<file path="src/rtl/nttn_host_sequencer.sv">
// Host-side initiator for NTTN: takes commands, streams twiddles or coefficients into
// NTTN, pulses start/start_intt, then forwards NTTN's post-done burst to a result stream.
module nttn_host_sequencer #(
  parameter int DATA_SIZE_ARB = 64,
  parameter int RING_DEPTH    = 10,
  parameter int PE_DEPTH      = 3,
  parameter int GAP           = 5,
  parameter int TIMEOUT       = 1048576
) (
  input  logic                     clk,
  input  logic                     reset,
  input  logic                     cmd_valid,
  output logic                     cmd_ready,
  input  logic [1:0]               cmd_op,
  input  logic [DATA_SIZE_ARB-1:0] s_data,
  input  logic                     s_valid,
  output logic                     s_ready,
  output logic [DATA_SIZE_ARB-1:0] m_data,
  output logic                     m_valid,
  output logic                     m_last,
  output logic                     busy,
  output logic [2:0]               err,
  input  logic                     err_clr,
  output logic                     nttn_load_w,
  output logic                     nttn_load_data,
  output logic                     nttn_start,
  output logic                     nttn_start_intt,
  output logic [DATA_SIZE_ARB-1:0] nttn_din,
  input  logic                     nttn_done,
  input  logic [DATA_SIZE_ARB-1:0] nttn_dout,
  output logic [2:0]               dbg_state
);

  localparam int RING_SIZE = 1 << RING_DEPTH;
  localparam int W_COUNT   = ((2 ** (RING_DEPTH - PE_DEPTH) - 1) + PE_DEPTH) << PE_DEPTH;
  localparam int LOADW_N   = 2 * W_COUNT + 2;
  localparam int MAX_A     = (LOADW_N > RING_SIZE + 1) ? LOADW_N : RING_SIZE + 1;
  localparam int MAX_B     = (GAP > TIMEOUT) ? GAP : TIMEOUT;
  localparam int MAX_C     = (MAX_A > MAX_B) ? MAX_A : MAX_B;
  localparam int CNT_W     = $clog2(MAX_C + 1);
  localparam int GAP_LAST  = (GAP > 0) ? GAP - 1 : 0;

  localparam logic [1:0] OP_LOADW = 2'd0;
  localparam logic [1:0] OP_NTT   = 2'd1;
  localparam logic [1:0] OP_INTT  = 2'd2;
  localparam logic [1:0] OP_RSVD  = 2'd3;

  typedef enum logic [2:0] {
    S_IDLE    = 3'd0,
    S_PULSE   = 3'd1,
    S_STREAM  = 3'd2,
    S_GAPW    = 3'd3,
    S_START   = 3'd4,
    S_WAITD   = 3'd5,
    S_COLLECT = 3'd6
  } state_t;

  state_t                     state, state_next;
  logic [1:0]                 op_q;
  logic [CNT_W-1:0]           cnt;
  logic                       w_loaded;
  logic                       w_set;
  logic [2:0]                 err_q, err_set;
  logic [DATA_SIZE_ARB-1:0]   m_data_q;
  logic                       m_valid_q, m_last_q;
  logic                       accept;
  logic                       collect_cap;
  logic [CNT_W-1:0]           stream_last;

  // Handshakes: a word/command transfers on a clock edge where valid and ready are both
  // high. s_ready never waits for s_valid (NTTN cannot pause); a missing word is an error.
  assign accept      = cmd_valid & cmd_ready;
  assign stream_last = (op_q == OP_LOADW) ? CNT_W'(LOADW_N - 1) : CNT_W'(RING_SIZE - 1);
  // COLLECT spends RING_SIZE cycles capturing and one more presenting m_last.
  assign collect_cap = (state == S_COLLECT) && (cnt < CNT_W'(RING_SIZE));

  always_comb begin
    state_next      = state;
    err_set         = 3'b000;
    w_set           = 1'b0;
    cmd_ready       = 1'b0;
    s_ready         = 1'b0;
    nttn_load_w     = 1'b0;
    nttn_load_data  = 1'b0;
    nttn_start      = 1'b0;
    nttn_start_intt = 1'b0;
    nttn_din        = '0;
    if (reset) begin
      case (state)
        S_IDLE: begin
          cmd_ready = 1'b1;
          if (cmd_valid) begin
            if (cmd_op == OP_RSVD || (cmd_op != OP_LOADW && !w_loaded)) err_set[2] = 1'b1;
            else state_next = S_PULSE;
          end
        end
        S_PULSE: begin
          nttn_load_w    = (op_q == OP_LOADW);
          nttn_load_data = (op_q != OP_LOADW);
          state_next     = S_STREAM;
        end
        S_STREAM: begin
          s_ready  = 1'b1;
          nttn_din = s_valid ? s_data : '0;
          if (!s_valid) err_set[0] = 1'b1;
          if (cnt == stream_last) begin
            if (op_q == OP_LOADW) begin
              w_set      = 1'b1;
              state_next = S_IDLE;
            end else if (GAP == 0) begin
              state_next = S_START;
            end else begin
              state_next = S_GAPW;
            end
          end
        end
        S_GAPW: begin
          if (cnt == CNT_W'(GAP_LAST)) state_next = S_START;
        end
        S_START: begin
          nttn_start      = (op_q == OP_NTT);
          nttn_start_intt = (op_q == OP_INTT);
          state_next      = S_WAITD;
        end
        S_WAITD: begin
          if (nttn_done) begin
            state_next = S_COLLECT;
          end else if (cnt == CNT_W'(TIMEOUT - 1)) begin
            err_set[1] = 1'b1;
            state_next = S_IDLE;
          end
        end
        S_COLLECT: begin
          if (cnt == CNT_W'(RING_SIZE)) state_next = S_IDLE;
        end
        default: state_next = S_IDLE;
      endcase
    end
  end

  always_ff @(posedge clk) begin
    if (!reset) begin
      state     <= S_IDLE;
      op_q      <= OP_LOADW;
      cnt       <= '0;
      w_loaded  <= 1'b0;
      err_q     <= 3'b000;
      m_data_q  <= '0;
      m_valid_q <= 1'b0;
      m_last_q  <= 1'b0;
    end else begin
      state <= state_next;
      // One counter serves every timed state; it restarts at 0 on each state change.
      if (state_next != state || state == S_IDLE) cnt <= '0;
      else cnt <= cnt + CNT_W'(1);
      if (accept) op_q <= cmd_op;
      if (w_set) w_loaded <= 1'b1;
      err_q     <= (err_q & ~{3{err_clr}}) | err_set;
      m_valid_q <= collect_cap;
      m_last_q  <= collect_cap && (cnt == CNT_W'(RING_SIZE - 1));
      m_data_q  <= collect_cap ? nttn_dout : '0;
    end
  end

  assign m_data    = reset ? m_data_q : '0;
  assign m_valid   = reset & m_valid_q;
  assign m_last    = reset & m_last_q;
  assign err       = reset ? err_q : 3'b000;
  assign busy      = reset && (state != S_IDLE);
  assign dbg_state = state;

  // op_q[1:0] is fully decoded; op 3 never leaves IDLE.
  logic unused_ok;
  assign unused_ok = &{1'b0, OP_INTT};

endmodule

</file>
<file path="config.mk">
export PLATFORM = sky130hd
export DESIGN_NAME = nttn_host_sequencer
export DESIGN_NICKNAME = d
export VERILOG_FILES = /design/src/rtl/nttn_host_sequencer.sv
export SDC_FILE = /design/constraint.sdc
export NUM_CORES = 1
export LEC_CHECK = 0
export CAP_MARGIN = 20
export CORE_ASPECT_RATIO = 0.9
export CORE_MARGIN = 10
export CORE_UTILIZATION = 40
export CTS_BUF_LIST = sky130_fd_sc_hd__clkbuf_8
export DETAILED_ROUTE_END_ITERATION = 8
export PLACE_DENSITY = 0.95
export SYNTH_ARGS = -nofsm -noshare
export SYNTH_HDL_FRONTEND = slang
export SYNTH_SLANG_ARGS = --single-unit
</file>
<file path="constraint.sdc">
create_clock -name clk -period 6 [get_ports clk]
set_input_delay 1.2 -clock clk [delete_from_list [all_inputs] [get_ports clk]]
set_output_delay 1.2 -clock clk [all_outputs]
set_load 0.02 [all_outputs]
</file>
## After elaboration in Yosys (flattened, before gate mapping)

Cells that the tools add are included.

- $add $sub $neg: 1
- $lt $le $gt $ge: 1
- Eq/ne operators: 15
- Mux-type cells: 41
- Bitwise operators: 7
- Reductions and logical operators: 14

Operators by type and width:

| cell | count |
|---|---|
| $mux 64 | 4 |
| $mux 3 | 10 |
| $mux 1 | 24 |
| $add 21x1->21 const B | 1 |
| $eq 21x10->1 const B | 1 |
| $eq 21x11->1 const B | 1 |
| $eq 21x12->1 | 1 |
| $eq 21x20->1 const B | 1 |
| $eq 21x3->1 const B | 1 |
| $lt 21x11->1 const B | 1 |
| $pmux 3 s7 | 1 |
| $mux 12 | 1 |
| $eq 3x3->1 const B | 3 |
| $eq 3x2->1 const B | 2 |
| $eq 2x2->1 const B | 2 |
| $logic_and 1x1->1 | 4 |
| $reduce_bool 2->1 | 2 |
| $and 1x1->1 | 3 |
| $and 3x3->3 | 1 |
| $eq 3x1->1 const B | 1 |
| $logic_not 3->1 | 1 |
| $ne 3x3->1 | 1 |
| $not 3->3 | 1 |
| $or 3x3->3 | 1 |
| 9 further kinds | 10 |

- Flip-flop bits (word level): 96
- Bits of input ports: 136
- Output and inout bits: 143
- Word-level logic and storage cells: 87

## Logic depth before layout (Yosys ltp)

- Word-level depth: 10
- Mapped depth: 9
- Depth with buffers taken out: 8

## Least setup slack after synthesis

OpenSTA, ideal clock, no wires.

- Kind: input-to-output
- Start: input port reset
- End: output port nttn_start_intt
- Arrival: 2.329 ns
- Data required time: 4.800 ns
- Path slack: 2.471 ns
- Stages on the path: 3
- Buffers on the path: 1
- Path through: clkbuf_1 > nand2b_1 > nor4bb_1

- Longest elaborated chain between the ends: 1

RTL lines:

| item | line | source |
|---|---|---|
| from (decl) | 11 | `input logic reset,` |
| $mux 1 | 88 | `if (reset) begin` |
| to (decl) | 27 | `output logic nttn_start_intt,` |

Every way passes these cells.

## Final worst setup path

- Start: input port reset
- End: output port nttn_start

- Longest elaborated chain between the ends: 1

RTL lines:

| item | line | source |
|---|---|---|
| $mux 1 | 88 |  |
| to (decl) | 26 | `output logic nttn_start,` |

Every way passes these cells.

==> impl_metrics.toml <==
[yosys]
synth_cell_types = 48
syn_area_mm2 = 0.00430
yosys_warnings = 0
yosysSeqAreaShare = 0.447
synth_cells = 498
synth.net_count = 636
synth-seq-cells = 96
syn-mean-instance-area_um2 = 8.64
synth_area_leader_cell = "dfxtp_1"
synth_area_leaders = "dfxtp_1 (45%), and2_1 (19%), and3_1 (9.7%)"
synth_top_area_frac = 0.447

[die]
die_area_mm2 = 0.0153
die-height_um = 118
io-pin-count = 279
start_util = 0.414
fp.dieW_um = 129
coreArea_mm2 = 0.0104
rows = 35

[drt]
routed_wirelength_mm = 18.3
drt_iter0_drc = 205
via_count = 4458
wl_per_cell_um = 20.5
ant_nets = 0
drc = 0
vias_per_cell = 4.98
drt_pass1_iterations = 4

[timing]
min_period_ps = 4260
tns_ps = 0
rsz0062_at_grt = "false"
tightest_slew_ps = 809
slew_viol_final = 0
period_share = 0.711
fin_ws_ps = 1740
hold_violations = 0
fin_worst_skew_ps = 17.8
setup_violations = 0
max_clock_freq_ghz = 0.234
max_slew_margin = 0.460

[global_route]
grt_pass1_vias = 4628
grt_max_degree = 83
grt_pass1_wl_mm = 27.2
overflow = 0
grtUsageTotal = 0.227
grt_antenna_before_repair = 6

[finish]
final_common_cell = "clkdlybuf4s50_1"
finalNetCount = 893
area_growth_pct = 71.4
drive_gt1_frac = 0.0408
layout_common_cells = "clkdlybuf4s50_1 (277), and2_1 (132), dfxtp_1 (96), and3_1 (67), nor2_1 (39)"
design_area_mm2 = 0.00737

[worst_setup_path]
timing.rr.start = "dbg_state[1]"
startpoint = "reset"
crit_path_start_kind = "input pin"
worst-r2r-setup-slack_ps = 3310
cp.arrival_ps = 3060
crit_fanout = 82
endpoint_kind = "output pin"
cp.required_ps = 4800
critPathKind = "input pin to output pin"

[pwr]
power_density_mw_per_mm2 = 165
power.total_mw = 1.21
leakagePower_nw = 2.98
peakVddDrop_mv = 0.146

[status]
status = "completed"

[clocking]
numCtsBuffers = 9
cts_setup_buffers = 0
post_cts_resized = 0
ctsHoldBuffers = 0
cts.sinks = 96
clock_latency_ps = 350
root_buffer = "clkbuf_8"
clockBufferDepth = 2
cts_tree = "done"
htreeDepth = 3
clk_pin_slew_ps = 100

[place]
dp_hpwl_mm = 14.9
gp_congestion = 0.938
dpl_cell_area_mm2 = 0.00715
port_buffers = 278
dp_worst_setup_slack_ps = 1690

[min_path]
min-delay-start = "w_loaded"
holdCritPathClass = "register to register"

[job]
maxCapViolCount = 0
==> cell type report <==
type,instances,area (µm²)
sequential,96,1920
antenna,6,15.0
multi-input combinational,358,2210
inverter,7,26.3
fill,753,3010
clock inverter,6,67.6
timing repair buffer,283,2840
clock buffer,10,138
tap,129,161
==> per-layer routing <==
layer  track usage  wire length [µm]  vias to the layer above
met5             0                 0                        -
met4        0.0874               350                        0
met3        0.0862              2060                       20
met2         0.406              9380                      203
met1         0.231              6550                     2086
li1              -                 -                     2149
==> where the power goes <==
part           internal (mW)  switching [mW]  total [mW]  leakage, nW
logic                 0.0930          0.0413       0.134         2.10
registers              0.639         0.00351       0.642        0.774
clock network          0.206           0.232       0.437       0.0989
==> path summary, 6_finish.rpt <==
check / to / depth (start not counted)
worst max register to register: cnt[6] / 6
worst max-delay path: nttn_start / 5
worst min-delay path: w_loaded / 2
worst min register to register: w_loaded / 2
==> Yosys cell counts, drive strengths merged <==
library cell	count
clkbuf	32
buf	5
nor3	5
a31oi	2
o31ai	1
or4	2
ha	2
and3	67
xnor2	7
nor2	39
xor2	12
mux2i	2
inv	7
o221a	1
dfxtp	96
a21boi	1
nand4bb	1
o21bai	1
nor3b	1
or3	1
and4	2
nor4bb	2
o21ai	6
or2	2
maj3	1
o2111ai	1
nor4b	2
nand3b	1
nor2b	9
o21a	2
a21oi	3
nand2	19
o22ai	2
nand3	10
nand2b	4
nor4	5
nand4	9
nand4b	1
and2	132
==> flip-flops by register name, indices dropped and copies added, names as in the netlist <==
register and flops:
m_data_q 64, w_loaded 1, dbg_state 3, m_last_q 1
cnt 21, m_valid_q 1, err_q 3, op_q 2
==> through the flow <==
step	cells	utilization	hold WS [ps]
final	895	0.710	474
after global routing	895	0.710	507
after CTS	889	0.709	476
after detailed placement	873	0.689	462
after global placement	872	0.686	440
after floorplan	498	-	425
==> cells by family after synthesis <==
family	count (synthesis)	share of synthesized area
AOI/OAI and AO/OA	20	0.0297
xor gates and xnor gates	19	0.0387
adders and majority gates	3	0.00815
buffers and inverters	44	0.0402
DFF	96	0.447
muxes	2	0.00466
and+or+nand+nor	314	0.432
==> worst max-delay path, cell delays in order <==
cell	delay, ps
buf_2	100
buf_4	490
nand2b_1	240
nor4bb_1	330
clkdlybuf4s50_1	690
Power figures use the tool's default switching activity.
